File: src/rtl/mem_access_ctrl_if.sv
// Request/response and memory-side bus of the memory access controller.
// slave is the controller's view; master is the surrounding requester plus memory.
interface mem_access_ctrl_if #(
  parameter int unsigned WIDTH   = 32,
  parameter int unsigned ADWIDTH = 32
);
  logic                 valid;
  logic                 rw;
  logic [ADWIDTH-1:0]   addr_in;
  logic [WIDTH-1:0]     wdata;
  logic [WIDTH/8-1:0]   be;
  logic                 ready;
  logic                 done;
  logic                 err;
  logic [WIDTH-1:0]     rdata;
  logic [ADWIDTH-1:0]   mem_addr;
  logic [WIDTH-1:0]     mem_wdata;
  logic [WIDTH/8-1:0]   mem_be;
  logic                 mem_rd_en;
  logic                 mem_wr_en;
  logic [WIDTH-1:0]     mem_rdata;

  modport slave (
    input  valid, rw, addr_in, wdata, be, mem_rdata,
    output ready, done, err, rdata, mem_addr, mem_wdata, mem_be, mem_rd_en, mem_wr_en
  );

  modport master (
    output valid, rw, addr_in, wdata, be, mem_rdata,
    input  ready, done, err, rdata, mem_addr, mem_wdata, mem_be, mem_rd_en, mem_wr_en
  );
endinterface

File: src/rtl/mem_access_ctrl.sv
// Single-request memory access controller: accepts one aligned read/write,
// holds the memory enable for WAIT_CYCLES cycles, then reports done/err.
module mem_access_ctrl #(
  parameter int unsigned WIDTH       = 32,
  parameter int unsigned ADWIDTH     = 32,
  parameter int unsigned WAIT_CYCLES = 2
) (
  input logic              clk,
  input logic              reset,
  mem_access_ctrl_if.slave bus
);
  localparam int unsigned BYTES = WIDTH / 8;
  localparam int unsigned OFFW  = $clog2(BYTES);
  localparam int unsigned CNTW  = 4;

  typedef enum logic [1:0] {IDLE, ACCESS, DONE} state_e;

  state_e               state_q, state_d;
  logic [CNTW-1:0]      cnt_q, cnt_d;
  logic                 ready_q, ready_d;
  logic                 done_q, done_d;
  logic                 err_q, err_d;
  logic                 rd_en_q, rd_en_d;
  logic                 wr_en_q, wr_en_d;
  logic [WIDTH-1:0]     rdata_q, rdata_d;
  logic [ADWIDTH-1:0]   mem_addr_q, mem_addr_d;
  logic [WIDTH-1:0]     mem_wdata_q, mem_wdata_d;
  logic [BYTES-1:0]     mem_be_q, mem_be_d;
  logic                 misaligned_c;

  // Any set byte-offset bit makes the request misaligned (never true for WIDTH=8).
  assign misaligned_c = (bus.addr_in & ADWIDTH'(BYTES - 1)) != '0;

  always_comb begin
    state_d     = state_q;
    cnt_d       = cnt_q;
    ready_d     = ready_q;
    done_d      = done_q;
    err_d       = err_q;
    rd_en_d     = rd_en_q;
    wr_en_d     = wr_en_q;
    rdata_d     = rdata_q;
    mem_addr_d  = mem_addr_q;
    mem_wdata_d = mem_wdata_q;
    mem_be_d    = mem_be_q;
    case (state_q)
      IDLE: begin
        if (bus.valid) begin
          ready_d     = 1'b0;
          mem_addr_d  = bus.addr_in >> OFFW;
          mem_wdata_d = bus.wdata;
          mem_be_d    = bus.rw ? '1 : bus.be;
          if (misaligned_c) begin
            state_d = DONE;
            done_d  = 1'b1;
            err_d   = 1'b1;
          end else begin
            state_d = ACCESS;
            cnt_d   = CNTW'(WAIT_CYCLES);
            rd_en_d = bus.rw;
            wr_en_d = !bus.rw;
          end
        end
      end
      ACCESS: begin
        // The edge that ends the last enable cycle also captures read data.
        if (cnt_q <= CNTW'(1)) begin
          state_d = DONE;
          done_d  = 1'b1;
          cnt_d   = '0;
          rd_en_d = 1'b0;
          wr_en_d = 1'b0;
          if (rd_en_q) rdata_d = bus.mem_rdata;
        end else begin
          cnt_d = cnt_q - CNTW'(1);
        end
      end
      DONE: begin
        if (!bus.valid) begin
          state_d = IDLE;
          ready_d = 1'b1;
          done_d  = 1'b0;
          err_d   = 1'b0;
        end
      end
      default: state_d = IDLE;
    endcase
  end

  always_ff @(posedge clk) begin
    if (reset) begin
      state_q     <= IDLE;
      cnt_q       <= '0;
      ready_q     <= 1'b1;
      done_q      <= 1'b0;
      err_q       <= 1'b0;
      rd_en_q     <= 1'b0;
      wr_en_q     <= 1'b0;
      rdata_q     <= '0;
      mem_addr_q  <= '0;
      mem_wdata_q <= '0;
      mem_be_q    <= '0;
    end else begin
      state_q     <= state_d;
      cnt_q       <= cnt_d;
      ready_q     <= ready_d;
      done_q      <= done_d;
      err_q       <= err_d;
      rd_en_q     <= rd_en_d;
      wr_en_q     <= wr_en_d;
      rdata_q     <= rdata_d;
      mem_addr_q  <= mem_addr_d;
      mem_wdata_q <= mem_wdata_d;
      mem_be_q    <= mem_be_d;
    end
  end

  assign bus.ready     = ready_q;
  assign bus.done      = done_q;
  assign bus.err       = err_q;
  assign bus.rdata     = rdata_q;
  assign bus.mem_addr  = mem_addr_q;
  assign bus.mem_wdata = mem_wdata_q;
  assign bus.mem_be    = mem_be_q;
  assign bus.mem_rd_en = rd_en_q;
  assign bus.mem_wr_en = wr_en_q;
endmodule

File: src/flat_wrapper.sv
// flat-port wrapper written by rule: the top's interface ports become plain ports
module mem_access_ctrl_flat 
#(
  parameter int unsigned WIDTH       = 32,
  parameter int unsigned ADWIDTH     = 32,
  parameter int unsigned WAIT_CYCLES = 2
)
  (clk, reset, bus_valid, bus_rw, bus_addr_in, bus_wdata, bus_be, bus_mem_rdata, bus_ready, bus_done, bus_err, bus_rdata, bus_mem_addr, bus_mem_wdata, bus_mem_be, bus_mem_rd_en, bus_mem_wr_en);
  mem_access_ctrl_if #(.WIDTH(WIDTH), .ADWIDTH(ADWIDTH)) bus_i ();
  input logic clk;
  input logic reset;
  input wire logic [$bits(bus_i.valid)-1:0] bus_valid;
  input wire logic [$bits(bus_i.rw)-1:0] bus_rw;
  input wire logic [$bits(bus_i.addr_in)-1:0] bus_addr_in;
  input wire logic [$bits(bus_i.wdata)-1:0] bus_wdata;
  input wire logic [$bits(bus_i.be)-1:0] bus_be;
  input wire logic [$bits(bus_i.mem_rdata)-1:0] bus_mem_rdata;
  output wire logic [$bits(bus_i.ready)-1:0] bus_ready;
  output wire logic [$bits(bus_i.done)-1:0] bus_done;
  output wire logic [$bits(bus_i.err)-1:0] bus_err;
  output wire logic [$bits(bus_i.rdata)-1:0] bus_rdata;
  output wire logic [$bits(bus_i.mem_addr)-1:0] bus_mem_addr;
  output wire logic [$bits(bus_i.mem_wdata)-1:0] bus_mem_wdata;
  output wire logic [$bits(bus_i.mem_be)-1:0] bus_mem_be;
  output wire logic [$bits(bus_i.mem_rd_en)-1:0] bus_mem_rd_en;
  output wire logic [$bits(bus_i.mem_wr_en)-1:0] bus_mem_wr_en;
  assign bus_i.valid = bus_valid;
  assign bus_i.rw = bus_rw;
  assign bus_i.addr_in = bus_addr_in;
  assign bus_i.wdata = bus_wdata;
  assign bus_i.be = bus_be;
  assign bus_i.mem_rdata = bus_mem_rdata;
  assign bus_ready = bus_i.ready;
  assign bus_done = bus_i.done;
  assign bus_err = bus_i.err;
  assign bus_rdata = bus_i.rdata;
  assign bus_mem_addr = bus_i.mem_addr;
  assign bus_mem_wdata = bus_i.mem_wdata;
  assign bus_mem_be = bus_i.mem_be;
  assign bus_mem_rd_en = bus_i.mem_rd_en;
  assign bus_mem_wr_en = bus_i.mem_wr_en;
  mem_access_ctrl #(.WIDTH(WIDTH), .ADWIDTH(ADWIDTH), .WAIT_CYCLES(WAIT_CYCLES)) u_core (.clk(clk), .reset(reset), .bus(bus_i));
endmodule
File: config.mk
export PLATFORM = sky130hd
export DESIGN_NAME = mem_access_ctrl_flat
export DESIGN_NICKNAME = d
export VERILOG_FILES = /design/src/rtl/mem_access_ctrl_if.sv /design/src/rtl/mem_access_ctrl.sv /design/src/flat_wrapper.sv
export SDC_FILE = /design/constraint.sdc
export NUM_CORES = 1
export LEC_CHECK = 0
export BUFFER_PORTS_ARGS = -buffer_cell sky130_fd_sc_hd__buf_2
export CAP_MARGIN = 20
export CORE_ASPECT_RATIO = 1.4
export CORE_MARGIN = 4
export CORE_UTILIZATION = 40
export DETAILED_ROUTE_END_ITERATION = 10
export GPL_ROUTABILITY_DRIVEN = 0
export PLACE_DENSITY = 0.75
export SYNTH_ARGS = -nofsm -noshare
export SYNTH_HDL_FRONTEND = slang
export SYNTH_SLANG_ARGS = --single-unit
File: constraint.sdc
create_clock -name clk -period 1.61 [get_ports clk]
set_input_delay 0.0805 -clock clk [delete_from_list [all_inputs] [get_ports clk]]
set_output_delay 0.0805 -clock clk [all_outputs]
set_load 0.05 [all_outputs]
# == Word level (Yosys, flattened, before mapping) ==
# Index checks and enable logic that the tools add are counted.
# totals
register_bits,109
input_bits,104
out_inout_bits,105
elab_cells,60
# classes
add_sub_neg,1
n_lt_le_gt_ge,1
n_eq_ne,7
muxes,26
n_reduce_logical,14
# ops
operator,n
32-bit nonzero test,1
4-bit two-way mux,4
3-bit AND reduction,4
1-bit two-way mux,11
2-bit two-way mux,4
1-bit case mux with 2 select lines,4
4-bit case mux with 2 select lines,1
4-bit AND reduction,2
2-bit inequality test (second input constant),3
2-bit case mux with 3 select lines,1
5-bit AND reduction,1
4-bit by 1-bit less-or-equal comparator with 1-bit output (second input constant),1
2-bit by 1-bit inequality test with 1-bit output (second input constant),2
2-bit nonzero test,2
4-bit by 1-bit subtractor with 4-bit output (second input constant),1
1-bit case mux with 3 select lines,1
3-bit nonzero test,1
2-bit by 1-bit == test with 1-bit output (second input constant),1
2-bit == test (second input constant),1
2-bit logical NOT,1
2-bit AND reduction,1
1-bit logical NOT,1

# == Longest topological paths before layout ==
# Gate-level depths: netlist of the first run.
# logic_depth
depth_word,4
mapped_depth,8
depth_no_buf,6

# == Worst setup path after synthesis of the first run ==
# OpenSTA, ideal clock, no wires.
# synth_path
path_type,reg-to-reg
from,reg u_core.cnt_q[0]
to,reg u_core.rdata_q[31] (netlist: u_core.bus.rdata[31])
setup_ps,132
arrival_ps,1371
required_ps,1478
path_slack_ps,106
path_stages_with_launch,9
path_buffers,2
synth_period_minus_slack_ps,1504
path_cell_list,dfxtp_1 -> inv_1 -> ha_1 -> nor2_1 -> and4b_1 -> buf_2 -> buf_6 -> nand2_1 -> a21oi_1
# synth_between
elab_chain_len,2
# synth_lines
item,line,rtl
start: declaration,mem_access_ctrl.sv:19,"logic [CNTW-1:0] cnt_q, cnt_d;"
start signal: assignment,mem_access_ctrl.sv:105,cnt_q <= cnt_d;
4-bit by 1-bit less-or-equal comparator with 1-bit output,mem_access_ctrl.sv:67,if (cnt_q <= CNTW'(1)) begin
3-bit AND reduction (no line),--,
end signal: assignment,mem_access_ctrl.sv:111,rdata_q <= rdata_d;
end: declaration,mem_access_ctrl.sv:25,"logic [WIDTH-1:0] rdata_q, rdata_d;"
# Every way passes these cells.
# A chain may end at the register's enable or synchronous reset.

# == Worst setup path after layout of the first run ==
# layout_path
from,reg u_core.cnt_q[1]
to,reg u_core.rdata_q[30] (netlist: u_core.bus.rdata[30])
# Same word-level chain as after synthesis.

==> results of run 1 <==
==> layout make-up <==
class,instances,area [sq um],area share [%]
tap,132,165.2,2.550
clock buffer,12,256.5,3.960
multi-input combinational,347,1609,24.84
clock inverter,3,21.27,0.3284
inverter,6,22.52,0.3477
sequential,109,2185,33.73
antenna,2,5.005,0.07726
timing repair buffer,314,2213,34.17
==> cells in the mapped netlist, drive strengths merged, types with 3 or more instances <==
cell type,number,area share [%]
a211oi,3,0.56
a21oi,98,12
buf,24,4.1
clkbuf,13,1.3
dfxtp,109,55
inv,6,0.56
nand2,190,18
nor2,12,1.2
nor3,10,1.3
o21ai,4,0.50
o21bai,3,0.56
or3,4,0.88
==> state kept, by name (all words and copies together), names as in the netlist <==
name	count
u_core.bus.mem_wdata	32
u_core.bus.rdata	32
u_core.bus.mem_addr	30
u_core.bus.mem_be	4
u_core.cnt_q	4
u_core.state_q	2
u_core.bus.done	1
u_core.bus.err	1
u_core.bus.mem_rd_en	1
u_core.bus.mem_wr_en	1
u_core.bus.ready	1
==> stage by stage <==
step                      TNS (ns)  total power, W  utilization, %
after global placement           0        0.003948           53.42
after global routing       -0.1026        0.006443           67.30
after floorplan                  0        0.003642               -
after CTS                        0        0.006196           66.22
after detailed placement         0        0.003972           53.42
final                            0        0.006180           67.36
==> report_power, final <==
part | leakage (nW) | switching, W | internal, W
Sequential | 0.891 | 0.0000675 | 0.00282
Clock | 0.135 | 0.000928 | 0.00113
Combinational | 1.95 | 0.000790 | 0.000452
Total | 2.97 | 0.00179 | 0.00439
==> worst max-delay path by stage <==
| stage | to | slack, ns | depth (start not counted) |
|---|---|---|---|
| 6_report | u_core.bus.rdata[30] | 0.04 | 7 |
| 5_1_grt | u_core.bus.rdata[27] | -0.04 | 8 |
| 4_1_cts | u_core.bus.rdata[0] | 0.04 | 7 |
| 3_5_place_dp | u_core.bus.rdata[31] | 0.008 | 7 |
| 3_3_place_gp | u_core.bus.rdata[31] | 0.12 | 7 |
| 2_1_floorplan | u_core.bus.rdata[31] | 0.11 | 8 |
==> metal layers <==
layer	vias to the layer above	global-route usage, %	wire length [microns]
li1	2196	-	-
met1	2092	24.25	5101
met2	224	42.69	7456
met3	44	6.280	1187
met4	0	10.67	558
met5	-	0	0
==> logic make-up (layout without fill, tap and decap cells) <==
kind of cell,count (synthesis),after routing
AOI/OAI and AO/OA,115,115
other,1,4
buffers and inverters,43,335
and+or+nand+nor,228,228
adders and majority gates,2,2
DFF,109,109
==> what timing repair did <==
item                       4_1_cts  5_1_grt
pin swaps                        0        0
cloned                           0        3
setup buffers                    0        1
hold buffers                    95        0
setup endpoints to repair        5       67
hold endpoints to repair        95        0
resized for setup                1        8
==> impl_results.md, run 1 <==
- CP max FO: 16
- # nets final: 893
- Worst path top cell family by delay: simple AND/OR/NAND/NOR gates
- Maximum VDD drop: 556.8 uV
- #FFs+latches synth: 109
- Synth Area in Simple Gates: 23.57%
- Fillers: around 710
- First-pass GRT wire length: 22020 microns
- Worst Setup SP: u_core.cnt_q[1]
- Die height: 126.4 microns
- CTS tree: built
- Area delta synth->final: 61.83%
- XOR/XNOR Fraction of Synth Area: 0%
- Max-slew violation count: 0
- Non-Filler Instances: 925
- Synth Area in Adders: 0.6252%
- Achievable Freq: 638.6 MHz
- Dpl ws: 0.007891 ns
- Root Driver: clkbuf_16
- Hold Path End: u_core.cnt_q[1]
- Critical path's largest stage delay: between 0.3 and 0.4 ns
- R2R cell count: 7
- Cell Pwr Density: 954.1 nW/um^2
- Layout cells sized above 1: 31.10%
- Crit-path slowest cell: and4b_2
- MaxCap Viol Count: 0
- PnR worst setup slack: 0.04400 ns
- Vias: 4556
- Via-to-Cell Ratio: 4.925
- 1st-pass router iterations: 5
- Core Rows: 42
- # port buffers: 206
- Die Wd: 92.54 microns
- Post-synthesis mux area share: 0%
- Final setup fails: 0
- Clk sink count: 109
- Register area share after synthesis: 54.52%
- Synth Area in Compound Gates: 15.25%
- Worst R2R Start: u_core.cnt_q[1]
- Starting density of the core: 41.62%
- Synth cell types: 32
- Core Box Area: 9617 sq um
- Period utilization: 97.27%
- Most frequent cells in the layout: 205 x buf_2, 190 x nand2_1, 107 x dfxtp_1, 98 x a21oi_1, 95 x dlygate4sd3_1
- Htree depth: 3
- Smallest hold slack: 0.01029 ns
- Commonest non-fill, non-tap cell in the layout: buf_2
- Min-delay src: reset
- Routed WL: 14300 microns
- Final Skew: around 0.0050 ns
- Initial antenna violation count: 0
- RR Endpoint: u_core.bus.rdata[30]
- Vias in the first global route: 4544
- Iter 0 DRT Violations: slightly below 200
- FFs w/ async S/R, synth: 0%
- Worst-path clk slew: 0.07 ns
- Final ANT Viol Nets: 0
- Total GRT Usage: 23.23%
- Worst-path cell chain: inv_1 > ha_2 > nor2_4 > and4b_2 > clkbuf_16 > nand2_1 > a21oi_1
- Top_reg_cell synth: dfxtp_1
- Worst-skew pair later-pin latency: 0.34 ns
- Setup Crit Path Kind: reg2reg
- Inst Count DP: 809
- Synth Instances: 498
- Drt drc: 0
- Avg Cell Area, Syn: 8.037 sq um
- Startpoint Class: register
- Global route total overflow: 0
- Status: complete, no violations
- Setup crit end kind: register
- Hold path depth: 2
- Ys Warns: 0
- Critical path required time: 1.87 ns
- WL per Instance: 15.46 microns
- Mapped cell area: 4003 sq um
- CTS Buf Count: 9
- Crit path buffers/inverters: 2
- Post-synth EDFFs: 0
- Final hold violations: 0
- Leak Pwr: a little under 3 nW
- IO Count: 209
- Tmin final: 1.566 ns
- Worst hold path class: in2reg
- Die area: 11690 sq um
- DP Area: 5137 sq um
- Fin area: ~6500 sq um
- Worst endpoint data arrival time: ~1.8 ns
- Largest net degree at the start of global routing: 79
- Clock Path Buffers: 2
- Detailed placement HPWL: approximately 8000 microns
- Largest family of logic cells by synthesized area: simple AND/OR/NAND/NOR gates
- FF-to-FF setup slack: 0.04 ns
Power figures use the tool's default switching activity.
==> inputs of run 2 (changes only) <==
--- a/config.mk
+++ b/config.mk
@@ -12,7 +12,7 @@
 export CORE_UTILIZATION = 40
 export DETAILED_ROUTE_END_ITERATION = 10
 export GPL_ROUTABILITY_DRIVEN = 0
-export PLACE_DENSITY = 0.75
+export PLACE_DENSITY = 0.72
 export SYNTH_ARGS = -nofsm -noshare
 export SYNTH_HDL_FRONTEND = slang
 export SYNTH_SLANG_ARGS = --single-unit
==> constraint.sdc (replaced) <==
create_clock -name clk -period 1.8 [get_ports clk]
set_input_delay 0.09 -clock clk [delete_from_list [all_inputs] [get_ports clk]]
set_output_delay 0.09 -clock clk [all_outputs]
set_load 0.05 [all_outputs]
==> run 2 against run 1 <==
Net effect: die area unchanged; via count down 2.2%; maximum frequency down 5.6%; first-iteration DRC count down 6.2%; flip-flop and latch count unchanged; register-to-register slack better by 0.098 ns; design area down 2.4%; critical path depth unchanged; cell count down 0.76%.
==> impl_results.md, run 2 (same netlist as run 1, synthesis figures left out) <==
- Layout cells sized above 1: 29.97%
- Global Route met1 Usage: 24.05%
- Crit-path slowest cell: dfxtp_1
- Final hold violations: 0
- Vias in the first global route: 4349
- Fillers: 770
- Startpoint Class: register
- Worst-skew pair later-pin latency: approximately 0.34 ns
- Status: complete, no violations
- Dpl ws: 0.1519 ns
- Die area: 11690 sq um
- Clock Path Buffers: 2
- CTS Buf Count: 9
- # nets final: 886
- CP max FO: 32
- Final ANT Viol Nets: 0
- Max_slew headroom: 65.46%
- Maximum VDD drop: 588.2 uV
- Global route total overflow: 0
- Critical path's largest stage delay: 0.40 ns
- Final setup fails: 0
- Worst-path clk slew: 0.07 ns
- Smallest hold slack: 0.02169 ns
- RSZ-0062 raised after global routing: no
- Critical path required time: 2.00 ns
- Iter 0 DRT Violations: 181
- Area delta synth->final: 57.92%
- Worst hold path class: in2reg
- Commonest non-fill, non-tap cell in the layout: buf_2
- Setup TNS: 0 ns
- Achievable Freq: around 600 MHz
- Initial antenna violation count: 0
- PnR worst setup slack: ~0.14 ns
- Drt drc: 0
- Final core occ: 65.73%
- First-pass GRT wire length: just over 20000 microns
- WL per Instance: 14.11 microns
- IO Count: 209
- Busiest grt layer: met2
- Slew @ Worst Pin: approximately 0.52 ns
- Core Rows: 42
- Via-to-Cell Ratio: 4.853
- Worst endpoint data arrival time: 1.86 ns
- Routed WL: approximately 13000 microns
- Leak Pwr: 2.917 nW
- Cell Pwr Density: 886.6 nW/um^2
- Tmin final: 1.658 ns
- Detailed placement HPWL: 8052 microns
- Most frequent cells in the layout: 205 x buf_2, 190 x nand2_1, 109 x dfxtp_1, 98 x a21oi_1, 92 x dlygate4sd3_1
- Multi-input gate area: 1594 sq um
- Die Wd: 92.54 microns
- 1st-pass router iterations: 4
- Starting density of the core: about two fifths
- Final Skew: between 0.009 and 0.01 ns
- Setup crit end kind: register
- CTS tree: built
- Largest net degree at the start of global routing: 51
- Core Box Area: 9617 sq um
- # port buffers: a little over 200
- Setup Crit Path Kind: reg2reg
- Vias: 4455
- Die height: 126.4 microns
- Clk sink count: 109
- Total GRT Usage: approximately 22%
- FF+latch area: 2182 sq um
- Met2 Use GR: 38.03%
- Root Driver: clkbuf_16
- Worst-path cell chain: inv_1 > ha_1 > nor2_2 > and4b_1 > buf_4 > nand2_1 > a21oi_1
- GR Util met3: about 5.3%
- Htree depth: 3
- Max-slew violation count: 0
- MaxCap Viol Count: 0
- Period utilization: slightly above 90%
## run 2: area by class of cell
cell class / instances / area share [%]
clock buffer: 12 / 3.899
inverter: 6 / 0.3563
multi-input combinational: 347 / 25.22
sequential: 109 / 34.52
tap: 132 / 2.613
timing repair buffer: 307 / 32.58
clock inverter: 3 / 0.7324
antenna: 2 / 0.07918
## run 2: path summary, 6_finish.rpt
path	start	slack (ns)	cells after the start	end
min	bus_addr_in[18]	0.02	3	u_core.bus.mem_addr[16]
min reg2reg	u_core.bus.mem_addr[1]	0.45	2	u_core.bus.mem_addr[1]
max	u_core.cnt_q[0]	0.14	7	u_core.bus.rdata[1]
max reg2reg	u_core.cnt_q[0]	0.14	7	u_core.bus.rdata[1]
## run 2: per-stage QoR
step,total power (W),cell area [sq um],std cells
after global placement,0.003526,5100,809
final,0.005604,6321,918
after global routing,0.005843,6316,916
after floorplan,0.003258,4006,499
after detailed placement,0.003544,5100,809
after CTS,0.005638,6314,916
## run 2: worst max-delay path, delay by kind of cell (launching register included)
kind                     cells  cell delay [ns]
AND/OR/NAND/NOR              3             0.52
buffers and inverters        2             0.30
flip-flops                   1             0.40
AO/OA/AOI/OAI                1             0.06
adder cells (fa/ha/maj)      1             0.25
## run 2: repair_timing
item / CTS / global route
hold endpoints to repair: 92 / 0
buffers inserted: 0 / 0
endpoints found under the setup margin: 0 / 1
gates resized for setup: 0 / 1
hold buffers: 92 / 0
## run 2: where the power goes
| part | total, W | switching, W | internal, W | leakage (nW) |
|---|---|---|---|---|
| registers | 0.00258 | 0.0000589 | 0.00252 | 0.890 |
| logic | 0.00108 | 0.000692 | 0.000388 | 1.89 |
| clock network | 0.00195 | 0.000833 | 0.00111 | 0.139 |
| total | 0.00560 | 0.00158 | 0.00402 | 2.92 |
## run 2: per-layer routing
| layer | up-vias | wire [microns] |
|---|---|---|
| met5 | - | 0 |
| met4 | 0 | 405 |
| met3 | 31 | 991 |
| met2 | 191 | 6576 |
| met1 | 2049 | 4983 |
| li1 | 2184 | - |
